### src/rtl/two_server_arbiter.sv
`default_nettype none
// +------------------------------------------------------------------------+
// | two_server_arbiter: round-robin assignment of N_REQ requesters onto     |
// | two servers, each with an IDLE/BUSY state machine.  Revision: 1.0       |
// +------------------------------------------------------------------------+
module two_server_arbiter #(
  parameter int N_REQ = 8
) (
  input  logic             clk,
  input  logic             reset,
  input  logic [N_REQ-1:0] req,
  input  logic             done0,
  input  logic             done1,
  output logic             gnt0_valid,
  output logic [2:0]       gnt0_id,
  output logic             gnt1_valid,
  output logic [2:0]       gnt1_id,
  output logic             NONE,
  output logic [7:0]       grant_cnt
);

  localparam int ID_W = $clog2(N_REQ);

  typedef enum logic [0:0] {
    IDLE = 1'b0,
    BUSY = 1'b1
  } state_t;

  state_t            state0_q, state0_d, state1_q, state1_d;
  logic [ID_W-1:0]   id0_q, id0_d, id1_q, id1_d;
  logic [ID_W-1:0]   ptr_q, ptr_d;
  logic              none_q, none_d;
  logic [7:0]        cnt_q, cnt_d;

  logic [N_REQ-1:0]  held, elig;
  logic [ID_W-1:0]   idx, first, second, gid0, gid1;
  logic              found1, found2, grant0, grant1, idle0, idle1;

  always_ff @(posedge clk or posedge reset) begin
    if (reset) begin
      state0_q <= IDLE;
      state1_q <= IDLE;
      id0_q    <= '0;
      id1_q    <= '0;
      ptr_q    <= ID_W'(N_REQ - 1);
      none_q   <= 1'b0;
      cnt_q    <= '0;
    end else begin
      state0_q <= state0_d;
      state1_q <= state1_d;
      id0_q    <= id0_d;
      id1_q    <= id1_d;
      ptr_q    <= ptr_d;
      none_q   <= none_d;
      cnt_q    <= cnt_d;
    end
  end

  always_comb begin
    held   = '0;
    idx    = '0;
    first  = '0;
    second = '0;
    found1 = 1'b0;
    found2 = 1'b0;
    grant0 = 1'b0;
    grant1 = 1'b0;
    gid0   = '0;
    gid1   = '0;
    idle0  = (state0_q == IDLE);
    idle1  = (state1_q == IDLE);

    // A requester already served must not be offered to the other server.
    if (!idle0) held[id0_q] = 1'b1;
    if (!idle1) held[id1_q] = 1'b1;
    elig = req & ~held;

    // Walk priority ptr, ptr-1, ... and keep the first two eligible hits.
    for (int k = 0; k < N_REQ; k++) begin
      idx = ptr_q - ID_W'(k);
      if (elig[idx]) begin
        if (!found1) begin
          first  = idx;
          found1 = 1'b1;
        end else if (!found2) begin
          second = idx;
          found2 = 1'b1;
        end
      end
    end

    if (idle0 && idle1) begin
      grant0 = found1;
      gid0   = first;
      grant1 = found2;
      gid1   = second;
    end else if (idle0) begin
      grant0 = found1;
      gid0   = first;
    end else if (idle1) begin
      grant1 = found1;
      gid1   = first;
    end

    state0_d = state0_q;
    state1_d = state1_q;
    id0_d    = id0_q;
    id1_d    = id1_q;

    // A server being released this edge stays IDLE for at least one cycle.
    if (!idle0) begin
      if (done0) state0_d = IDLE;
    end else if (grant0) begin
      state0_d = BUSY;
      id0_d    = gid0;
    end

    if (!idle1) begin
      if (done1) state1_d = IDLE;
    end else if (grant1) begin
      state1_d = BUSY;
      id1_d    = gid1;
    end

    ptr_d = ptr_q;
    if (grant1)      ptr_d = gid1 - ID_W'(1);
    else if (grant0) ptr_d = gid0 - ID_W'(1);

    cnt_d  = cnt_q + 8'(grant0) + 8'(grant1);
    none_d = (req == '0) && (idle0 || idle1);
  end

  assign gnt0_valid = (state0_q == BUSY);
  assign gnt1_valid = (state1_q == BUSY);
  assign gnt0_id    = 3'(id0_q);
  assign gnt1_id    = 3'(id1_q);
  assign NONE       = none_q;
  assign grant_cnt  = cnt_q;

endmodule
`default_nettype wire

### config.mk
export PLATFORM = sky130hd
export DESIGN_NAME = two_server_arbiter
export DESIGN_NICKNAME = d
export VERILOG_FILES = /design/src/rtl/two_server_arbiter.sv
export SDC_FILE = /design/constraint.sdc
export NUM_CORES = 1
export LEC_CHECK = 0
export CAP_MARGIN = 5
export CORE_MARGIN = 2
export CORE_UTILIZATION = 55
export DETAILED_ROUTE_END_ITERATION = 6
export GPL_ROUTABILITY_DRIVEN = 0
export MAX_ROUTING_LAYER = met4
export PLACE_DENSITY = 0.81
export SYNTH_ARGS = -nofsm -noshare
export SYNTH_HDL_FRONTEND = slang
export SYNTH_SLANG_ARGS = --single-unit
export TNS_END_PERCENT = 20
### constraint.sdc
create_clock -name clk -period 6.1 [get_ports clk]
set_input_delay 1.83 -clock clk [delete_from_list [all_inputs] [get_ports clk]]
set_output_delay 1.83 -clock clk [all_outputs]
set_load 0.03 [all_outputs]
# Word-level counts from Yosys, hierarchy flattened
# Cells that the tools add are included.
# totals
register_bits,20
in_bits,12
out_inout_bits,17
wordCells,141
# classes
add_sub_neg,11
n_lt_le_gt_ge,12
n_mux,97
n_bitwise,5
reduce_logical,9
# ops
operator,n
2-to-1 mux 3 bit,42
2-to-1 mux 1 bit,43
"less-than comparator 3 x 4 -> 1 bit, second input constant",10
binary-select mux 1 bit (select 3 bit),8
adder 8 x 1 -> 8 bit,2
2-to-1 mux 8 bit,2
"subtractor 3 bit, second input constant",4
"subtractor 3 x 1 -> 3 bit, second input constant",3
AND 8 bit,1
logical NOT 8 bit,1
NOT 8 bit,1
bitwise OR 8 bit,1
demux 1 bit (select 3 bit),2
"greater-or-equal comparator 3 x 1 -> 1 bit, second input constant",2
"subtractor 3 x 2 -> 3 bit, second input constant",2
logical AND 1 bit,4
AND reduction 2 bit,2
NOT 1 bit,2
nonzero test 2 bit,1
logical OR 1 bit,1

# Depth between registers and ports, before layout
# depth
word_depth,35
ltp_mapped,20
depth_no_buf,16

# Least setup slack after synthesis
# No wires, ideal clock.
# synth_timing
path_type,input port to flip-flop
from,input req[7]
to,register ptr_q[2]
setup_time_ns,0.079
t_arrival_ns,5.051
required_time_ns,6.021
path_slack_ns,0.970
path_stages,14
n_path_buf,1
cell_sequence,and3_1 -> a21o_1 -> mux4_2 -> buf_2 -> or3_1 -> nor2_4 -> xnor2_1 -> nand3_1 -> a22o_1 -> a311oi_1 -> a21oi_1 -> ha_1 -> or4_1 -> o211a_1
# synth_via
elab_chain_len,27
elab_cells_between_ends,89
classes_between,add/sub: 2; mux: 85; bitwise: 1; reduce/logical: 1
# synth_lines
item,line_no,source
start: declaration,11,"input logic [N_REQ-1:0] req,"
AND 8 bit *,76,elig = req & ~held;
binary-select mux 1 bit (select 3 bit),81,if (elig[idx]) begin
2-to-1 mux 1 bit (implied by the code),81,
2-to-1 mux 1 bit,81,
2-to-1 mux 3 bit / 2-to-1 mux 1 bit (equally long branches),82,if (!found1) begin
2-to-1 mux 3 bit / 2-to-1 mux 1 bit (equally long branches),81,
2-to-1 mux 3 bit,85,end else if (!found2) begin
2-to-1 mux 3 bit,82,
[11 not listed],-,
2-to-1 mux 3 bit,82,
2-to-1 mux 3 bit,81,
2-to-1 mux 3 bit,85,
2-to-1 mux 3 bit,82,
2-to-1 mux 3 bit,81,
2-to-1 mux 3 bit,92,if (idle0 && idle1) begin
subtractor 3 x 1 -> 3 bit,126,if (grant1) ptr_d = gid1 - ID_W'(1);
2-to-1 mux 3 bit,126,
end signal: assignment,45,ptr_q <= ID_W'(N_REQ - 1);
end signal: assignment,53,ptr_q <= ptr_d;
end: declaration,31,"logic [ID_W-1:0] ptr_q, ptr_d;"
# Every way passes the cells marked *; elsewhere a longest branch is shown, timed or not. The select of a mux whose other input is x is not followed.
# A chain may end at the register's enable or synchronous reset.

# Final worst setup path
# layout_timing
from,input req[2]
to,register ptr_q[2]
# Same word-level chain as after synthesis.

==> run summary <==
Maximum root-to-sink buffer count: 2
Number of antenna violations at the first check in global routing: 0
Setup bufs post-CTS: 0
CTS-repair resized insts: 0
Mean number of vias per cell: 7.06
Critical path data required time: 6.29 ns
Gr usage total: 32.7%
Pins over their slew limit: 0
Cell with the largest stage delay on the worst path: mux2i_1
Non-Filler Cell Area, Final: 0.00309 mm^2
Async set-or-reset flop fraction in the synthesized netlist: 100%
Clock transition at path regs: 0.07 ns
Top achievable clock speed: 173 MHz
Total of flip-flops plus latches after synthesis: 20
Overall die area: 0.00549 mm^2
Global-route wire length before repair: 13.6 mm
Post-Syn Area per Cell: 8.42 um^2
Most used flip-flop cell after synthesis: dfrtp_1
Share of the yosys chip area belonging to registers: 18.7%
Number of levels in the clock H-tree: 1
TritonCTS clock tree: done
Area after DPL: 0.00303 mm^2
Minimum clock period: 5.78 ns
Initial DRT Pass Iterations: 5
Arrival time reported for the critical path endpoint: 5.98 ns
Most frequent standard cell in the layout excluding fill and tap cells: clkdlybuf4s50_1
Dominant cell type by count on the critical path: nand3_1
Remaining design rule violation count: 0
Max Clock Skew: 0.000691 ns
Number of hold buffers added after cts: 0
Worst-margin pin slew: 0.796 ns
Slowest stage delay, CP: 0.65 ns
Row cnt: 25
Synth-to-layout area growth: 14.2%
Top delay family on crit path: simple AND/OR/NAND/NOR gates
Die span in x: 74.1 um
Type of element capturing the critical path: flop
Run status: complete, no violations
Path type of the worst min-delay path: flop to flop
Cell chosen for the clock root: clkbuf_8
Final-report hold violation count: 0
Detailed router's first-iteration violation count: 379
Post-Syn Instances: 321
Diodes inserted: 0
Number of I/O pins: 29
Area of the placeable core: 0.00472 mm^2
Startpoint type of the worst setup path: primary input
Max Fanout on Critical Path: 11
Setup total negative slack: 0 ns
Count of cell types in the netlist: 67
Area of the mapped netlist: 0.00270 mm^2
NumNets Final: 362
Port Buffer Count: 28
Syn Nets: 340
Final critical-path share of the clock period: 94.8%
Number of synthesized flops with an enable pin: 0
Initial core utilization: 57.2%
CP Class: primary input to flop
Worst path buffer plus inverter count: 1
Remaining global-route overflow: 0
Final Routed Wirelength: 8.00 mm
Routed wire length per instance: 19.6 um
Die H: 74.1 um
RSZ-0062 raised after global routing: no
Number of global-route vias before repair: 2,750
Maximum Capacitance Violations: 0
Final setup vio count: 0
Cell chain of the critical path: clkdlybuf4s50_1 > nand3_1 > mux4_2 > mux2i_1 > or3_1 > nor2_4 > xnor2_1 > nand3_1 > a22o_1 > a311oi_1 > a21oi_1 > ha_1 > or4_1 > o211a_1
Number of nets with antenna violations after routing: 0
Yosys warning total: 0
Clock buffer count from CTS: 3
Max_slew headroom: 45.4%
Commonest non-fill, non-tap cells in the layout: clkdlybuf4s50_1 (28), nor2_1 (22), a21oi_1 (22), o21ai_0 (22), dfrtp_1 (17)
Pin count of the biggest net entering global routing: 28
Fraction of final layout cells with drive strength greater than 1: 12.3%
Number of clock sinks seen by CTS: 20
Later-pin clock latency in the skew report: 0.26 ns
Total vias in the final route: 2,889
Final Hold Slack: 0.471 ns
HPWL after detailed placement: 5.88 mm
## worst reg2reg max path: stages, from the launching register on
cell and delay, ns:
dfstp_2 0.84, inv_2 0.07, ha_1 0.28, xnor2_1 0.43
mux4_2 0.60, mux2i_1 0.16, buf_4 0.28, or3_1 0.23
nor2_4 0.05, xnor2_1 0.18, nand3_1 0.18, a22o_1 0.28
a311oi_1 0.30, a21oi_1 0.08, ha_1 0.22, or4_1 0.53
o211a_1 0.13
## layout make-up
type                            count  area, um^2
Clock buffer                        4        55.1
Timing Repair Buffer               36         340
Tap cell                           67        83.8
Inverter                           11        42.5
Multi-Input combinational cell    271        2060
Sequential cell                    20         504
Fill cell                         391        1640
## cells by family (layout without fill, tap and decap cells)
family | after synthesis | after routing | synth area share [%]
AOI/OAI and AO/OA | 106 | 106 | 27.4
xor gates and xnor gates | 16 | 16 | 5.19
adders and majority gates | 7 | 7 | 3.52
buffers and inverters | 30 | 51 | 5.09
DFF | 20 | 20 | 18.7
muxes | 24 | 24 | 14.2
and+or+nand+nor | 118 | 118 | 26.0
## flip-flops by register name (all words and copies together), names as in the netlist
name,flops
grant_cnt,8
gnt0_id,3
gnt1_id,3
ptr_q,3
NONE,1
gnt0_valid,1
gnt1_valid,1
## synth_stat cells, types with 4 or more instances
master      n  share of area, %
a21oi_1    22               4.1
nor2_1     22               3.1
o21ai_0    22               4.1
dfrtp_1    17                16
nand2_1    16               2.2
nand3_1    13               2.4
and3_1     12               2.8
mux4_2     11               9.2
xnor2_1    11               3.6
nor3_1     10               1.9
mux2i_1     9               3.3
a31oi_1     8               1.9
clkbuf_1    8               1.1
a211oi_1    7               1.9
inv_1       7              0.97
buf_2       6               1.1
ha_1        6               2.8
nand4b_1    6               1.9
and4_1      5               1.6
xor2_1      5               1.6
a21o_1      4               1.1
mux2_2      4               1.7
nand3_2     4               1.5
nand4bb_1   4               1.7
o211a_1     4               1.5
## path summary, 6_finish.rpt
check,startpoint,end,slack [ns],cells after the start
max in group asynchronous,reset,grant_cnt[0],3.64,2
worst max register to register,ptr_q[0],ptr_q[2],1.18,16
worst min register to register,grant_cnt[7],grant_cnt[7],0.47,1
min in group asynchronous,reset,gnt0_id[0],2.00,2
worst max-delay path,req[2],ptr_q[2],0.32,14
worst min-delay path,grant_cnt[7],grant_cnt[7],0.47,1
## routing by layer
metal | up-vias | global-route usage (%) | wire length, um
met4 | 0 | 10.3 | 222
li1 | 1312 | - | -
met1 | 1386 | 43.7 | 3270
met2 | 167 | 51.8 | 3870
met3 | 24 | 4.20 | 642
met5 | - | - | 0
## stage by stage
stage	util [%]	setup WS (ns)	cells
after floorplan	-	0.970	321
after global placement	64.2	0.239	405
after detailed placement	64.2	0.140	405
after CTS	65.4	0.411	409
after global routing	65.4	0.0648	409
final	65.4	0.315	409
Power is left out: the tool's default activity adds up to more than one toggle a clock period on the data nets, which glitch-free logic cannot reach.
